<file path="src/rtl/xoodoo_rdi_pkg.sv">
// Shared types and constants for the Xoodoo fresh-randomness source.
// Holds the FSM encoding, the xorshift shift amounts and the zero-seed fix.
package xoodoo_rdi_pkg;

  typedef enum logic [1:0] {
    LOAD   = 2'd0,
    WARMUP = 2'd1,
    RUN    = 2'd2
  } state_e;

  localparam int XS_A = 13;
  localparam int XS_B = 17;
  localparam int XS_C = 5;

  localparam logic [31:0] ZERO_FIX_DEF = 32'h9E3779B9;

endpackage

</file>
<file path="src/rtl/xorshift32_step.sv">
// One combinational xorshift32 step.
// x ^= x<<13; x ^= x>>17; x ^= x<<5
module xorshift32_step
  import xoodoo_rdi_pkg::*;
(
  input  logic [31:0] x,
  output logic [31:0] y
);

  logic [31:0] a;
  logic [31:0] b;

  assign a = x ^ (x << XS_A);
  assign b = a ^ (a >> XS_B);
  assign y = b ^ (b << XS_C);

endmodule

</file>
<file path="src/rtl/xoodoo_rdi_prng.sv">
// Parallel xorshift32 random source feeding the Xoodoo core's rdi port.
// Seeded one lane per handshake, warmed up, then stepped per consumed word.
module xoodoo_rdi_prng
  import xoodoo_rdi_pkg::*;
#(
  parameter int          LANES         = 12,
  parameter int          WARMUP_CYCLES = 16,
  parameter logic [31:0] ZERO_FIX      = ZERO_FIX_DEF
) (
  input  logic                  clk_i,
  input  logic                  rst_ni,
  input  logic [31:0]           seed_i,
  input  logic                  seed_valid_i,
  output logic                  seed_ready_o,
  input  logic                  reseed_i,
  output logic [32*LANES-1:0]   rdi_o,
  output logic                  rdi_valid_o,
  input  logic                  rdi_ready_i,
  output logic                  seeded_o
);

  localparam int CW = (LANES > 1) ? $clog2(LANES) : 1;
  localparam int WW = (WARMUP_CYCLES > 0) ?
                      $clog2(WARMUP_CYCLES + 1) : 1;

  localparam logic [CW-1:0] LAST  = CW'(LANES - 1);
  localparam logic [WW-1:0] WLOAD =
    WW'((WARMUP_CYCLES > 0) ? WARMUP_CYCLES - 1 : 0);

  state_e        state_q;
  state_e        state_d;
  logic [CW-1:0] cnt_q;
  logic [CW-1:0] cnt_d;
  logic [WW-1:0] wcnt_q;
  logic [WW-1:0] wcnt_d;

  logic [31:0] lane_q [LANES];
  logic [31:0] lane_s [LANES];
  logic [31:0] seed_fix;

  logic seed_hs;
  logic rdi_hs;
  logic step_en;

  for (genvar g = 0; g < LANES; g++) begin : g_lane
    xorshift32_step u_step (
      .x (lane_q[g]),
      .y (lane_s[g])
    );
    assign rdi_o[32*g +: 32] = lane_q[g];
  end

  // A reseed request overrides any seed word offered in the same cycle
  assign seed_hs = (state_q == LOAD) & seed_valid_i & ~reseed_i;
  assign rdi_hs  = (state_q == RUN) & rdi_ready_i;
  assign step_en = rdi_hs | ((state_q == WARMUP) & ~reseed_i);

  assign seed_fix = (seed_i == 32'd0) ?
                    (ZERO_FIX ^ 32'(cnt_q)) : seed_i;

  always_ff @(posedge clk_i or negedge rst_ni) begin
    if (!rst_ni) begin
      state_q <= LOAD;
      cnt_q   <= '0;
      wcnt_q  <= '0;
    end else begin
      state_q <= state_d;
      cnt_q   <= cnt_d;
      wcnt_q  <= wcnt_d;
    end
  end

  always_ff @(posedge clk_i or negedge rst_ni) begin
    if (!rst_ni) begin
      for (int i = 0; i < LANES; i++) begin
        lane_q[i] <= '0;
      end
    end else begin
      for (int i = 0; i < LANES; i++) begin
        if (step_en) begin
          lane_q[i] <= lane_s[i];
        end else if (seed_hs && cnt_q == CW'(i)) begin
          lane_q[i] <= seed_fix;
        end
      end
    end
  end

  always_comb begin
    state_d = state_q;
    cnt_d   = cnt_q;
    wcnt_d  = wcnt_q;
    unique case (state_q)
      LOAD: begin
        if (reseed_i) begin
          cnt_d = '0;
        end else if (seed_hs) begin
          if (cnt_q == LAST) begin
            cnt_d  = '0;
            wcnt_d = WLOAD;
            state_d = (WARMUP_CYCLES == 0) ? RUN : WARMUP;
          end else begin
            cnt_d = cnt_q + 1'b1;
          end
        end
      end
      WARMUP: begin
        if (reseed_i) begin
          state_d = LOAD;
          cnt_d   = '0;
        end else if (wcnt_q == '0) begin
          state_d = RUN;
        end else begin
          wcnt_d = wcnt_q - 1'b1;
        end
      end
      RUN: begin
        if (reseed_i) begin
          state_d = LOAD;
          cnt_d   = '0;
        end
      end
      default: begin
        state_d = LOAD;
        cnt_d   = '0;
      end
    endcase
  end

  always_comb begin
    seed_ready_o = (state_q == LOAD);
    rdi_valid_o  = (state_q == RUN);
    seeded_o     = (state_q == RUN);
  end

endmodule
</file>
<file path="config.mk">
export PLATFORM = sky130hd
export DESIGN_NAME = xoodoo_rdi_prng
export DESIGN_NICKNAME = d
export VERILOG_FILES = /design/src/rtl/xoodoo_rdi_pkg.sv /design/src/rtl/xorshift32_step.sv /design/src/rtl/xoodoo_rdi_prng.sv
export SDC_FILE = /design/constraint.sdc
export NUM_CORES = 1
export LEC_CHECK = 0
export CORE_MARGIN = 3
export CORE_UTILIZATION = 60
export CTS_CLUSTER_DIAMETER = 80
export DETAILED_ROUTE_END_ITERATION = 8
export PLACE_DENSITY_LB_ADDON = 0.3
export SLEW_MARGIN = 25
export SYNTH_ARGS = -nofsm -noshare
export SYNTH_HDL_FRONTEND = slang
export SYNTH_HIERARCHICAL = 1
export SYNTH_SLANG_ARGS = --single-unit
</file>
<file path="constraint.sdc">
create_clock -name clk_i -period 3.6 [get_ports clk_i]
set_input_delay 0.72 -clock clk_i [delete_from_list [all_inputs] [get_ports clk_i]]
set_output_delay 0.72 -clock clk_i [all_outputs]
set_load 0.01 [all_outputs]
</file>
==> impl_metrics.env <==
export IMPL_outcome="completed"
export IMPL_critPathLaunchType="input port"
export IMPL_grt_antenna_before_repair=5
export IMPL_slew_headroom_pct=39.1
export IMPL_nNetsFinal=3091
export IMPL_area_delta_synth_final_pct=21.5
export IMPL_synth_edf_count=0
export IMPL_ctsRootBufferMaster="clkbuf_16"
export IMPL_drv_cap=0
export IMPL_fmax_mhz=322
export IMPL_cts_hold_buf=0
export IMPL_syn_num_nets=2791
export IMPL_die_x_um=226
export IMPL_cts_resized=0
export IMPL_setup_viol=0
export IMPL_boundaryPins=424
export IMPL_powerDensity_nw_per_um2=1360
export IMPL_clk_pin_slew_ps=60
export IMPL_portBuffers=423
export IMPL_first_pass_iters=6
export IMPL_report_final_slew_viol_count=0
export IMPL_clkLatencyLatePin_ps=590
export IMPL_drcViolationCount=0
export IMPL_place_gp_congestion=0.944
export IMPL_viasPerCell=6.92
export IMPL_postSynthAreaPerCell_um2=10.5
export IMPL_synth_area_um2=28900
export IMPL_grt_pass1_wl_um=157000
export IMPL_cp_required_ps=4080
export IMPL_ir_drop_v=0.000783
export IMPL_clockBufferDepth=3
export IMPL_grt_max_degree=188
export IMPL_die_area_um2=50900
export IMPL_slowest_delay_ps=790
export IMPL_cp_cell_sequence="clkdlybuf4s50_1, nor4_1, nand4_1, or2_4, buf_4, a31oi_1"
export IMPL_start_util_pct=61.5
export IMPL_skew_ps=17.5
export IMPL_rsz0062_at_grt="no"
export IMPL_tns_ps=0
export IMPL_track_usage_pct=40.6
export IMPL_fill_cells=3113
export IMPL_wl_per_cell_um=28.5
export IMPL_synth_distinct_cells=60
export IMPL_yosys_warnings=6
export IMPL_synth_seq_cells=395
export IMPL_most_common_layout_cells="clkdlybuf4s50_1 (422), dfrtp_1 (395), xnor2_1 (324)"
export IMPL_hpwlAfterDp_um=69600
export IMPL_totalWireLength_um=105000
export IMPL_hold_class="input port to async pin"
export IMPL_rows=79
export IMPL_overflow=0
export IMPL_tightest_slew_ps=914
export IMPL_worstSetupEndpointType="register"
export IMPL_period_share_pct=86.2
export IMPL_async_reset_ff_share_pct=100
export IMPL_synth_cells=2746
export IMPL_core_area_um2=47100
export IMPL_final_common_cell="clkdlybuf4s50_1"
export IMPL_clock_sinks=395
export IMPL_setup_ws_ps=495
export IMPL_cts_tree="yes"
export IMPL_cp_slowest_cell="nor4_1"
export IMPL_final_layout_size_suffix_gt1_share_pct=8.15
export IMPL_finalNonFillerCells=3690
export IMPL_crit_type="input port to register"
export IMPL_cp_arrival_ps=3580
export IMPL_grt_pass1_vias=24600
export IMPL_ys_seq_area_share_pct=34.2
export IMPL_cts_buffers=44
export IMPL_htree_num_levels=2
export IMPL_die_y_um=226
export IMPL_placedCellCount=3607
export IMPL_worstPathMaxFanout=51
export IMPL_post_cts_buffers=0
export IMPL_leakagePower_nw=14.7
export IMPL_pre_cts_ws_ps=89.5
export IMPL_fin_crit_ps=3100
export IMPL_ys_flop_type="dfrtp_1"
export IMPL_num_vias=25500
export IMPL_initialDrtViolationCount=3414
export IMPL_antenna_left=0
export IMPL_hold_violations=0
[where the power goes]
group          total (mW)  switching (mW)  internal (mW)
clock                4.63            1.98           2.64
combinational        32.4            13.1           19.3
sequential           10.6            3.99           6.62
total                47.7            19.1           28.6
[cell families after synthesis]
kind of cell | Yosys count | share of synthesized area [%]
AO/OA/AOI/OAI | 730 | 15.7
XOR/XNOR | 696 | 31.9
adder cells (fa/ha/maj) | 8 | 0.346
buffers and inverters | 271 | 4.65
flip-flops | 395 | 34.2
multiplexers | 90 | 3.11
AND/OR/NAND/NOR | 556 | 10.1
[worst max-delay path, delay by kind of cell]
| kind | cells | cell delay (ps) |
|---|---|---|
| buffers and inverters | 2 | 910 |
| AO/OA/AOI/OAI | 1 | 220 |
| AND/OR/NAND/NOR | 3 | 1680 |
[path summary, 6_finish.rpt]
| check | to | from | slack (ps) | depth (start not counted) |
|---|---|---|---|---|
| min in group clk_i | wcnt_q[4] | wcnt_q[4] | 570 | 1 |
| hold / removal | rdi_o[93] | rst_ni | 80 | 1 |
| max in group asynchronous | rdi_o[293] | rst_ni | 2390 | 3 |
| setup / recovery | rdi_o[302] | seed_i[3] | 500 | 6 |
| setup reg to reg | rdi_o[108] | state_q[1] | 750 | 8 |
| hold reg to reg | wcnt_q[4] | wcnt_q[4] | 570 | 1 |
[registers in the layout (all words and copies together), names as in the netlist]
signal	flops
state_q	2
cnt_q	4
rdi_o	384
wcnt_q	5
[routing by layer]
metal	track usage, %	wire [um]	vias to the layer above
li1	-	-	10700
met1	55.5	39500	12500
met2	60.8	46200	1937
met3	10.4	13000	388
met4	20.2	6590	6
met5	0	47	-
[cell usage after synthesis (3+ instances only)]
library cell,n,share of area (%)
a211oi_1,3,0.078
a21oi_1,37,0.64
a221o_1,12,0.42
a31o_2,31,0.94
a31oi_1,276,6.0
and3_1,7,0.15
and3b_1,11,0.33
buf_1,9,0.12
buf_2,70,1.2
buf_4,12,0.31
buf_6,26,1.0
clkbuf_1,143,1.9
dfrtp_1,395,34
ha_1,8,0.35
inv_1,11,0.14
mux2i_1,90,3.1
nand2_1,190,2.5
nand2b_1,7,0.15
nand3_1,6,0.10
nand4_1,3,0.065
nor2_1,66,0.86
nor2_2,9,0.19
nor2b_1,7,0.15
nor3_1,3,0.052
nor3b_1,8,0.21
nor4_1,9,0.19
o211ai_1,3,0.078
o21ai_0,126,2.2
o21ai_1,4,0.069
o22ai_1,219,4.7
or3_1,218,4.7
xnor2_1,324,9.8
xnor3_1,96,7.5
xor2_1,156,4.7
xor3_1,108,8.9
xor3_2,12,1.0
[area by class of cell]
type / instances / area, um2 / area share (%)
Multi-Input combinational cell: 2080 / 17800 / 50.7
Sequential cell: 395 / 9880 / 28.1
Timing Repair Buffer: 514 / 5200 / 14.8
Clock buffer: 64 / 1300 / 3.69
Tap cell: 607 / 759 / 2.16
Clock inverter: 16 / 138 / 0.391
Inverter: 11 / 41.3 / 0.117
Antenna cell: 3 / 7.51 / 0.0214
[through the flow]
| step | util, % | hold slack [ps] | cell area [um2] | total power [mW] |
|---|---|---|---|---|
| floorplan | - | 424 | 28900 | 32.7 |
| global placement | 71.7 | 531 | 33700 | 41.2 |
| detailed placement | 71.7 | 541 | 33700 | 42.2 |
| CTS | 74.7 | 110 | 35200 | 47.2 |
| global route | 74.7 | 127 | 35200 | 50.0 |
| finish | 74.7 | 81.7 | 35200 | 47.7 |
No activity file was read; power rests on OpenSTA's default activity.
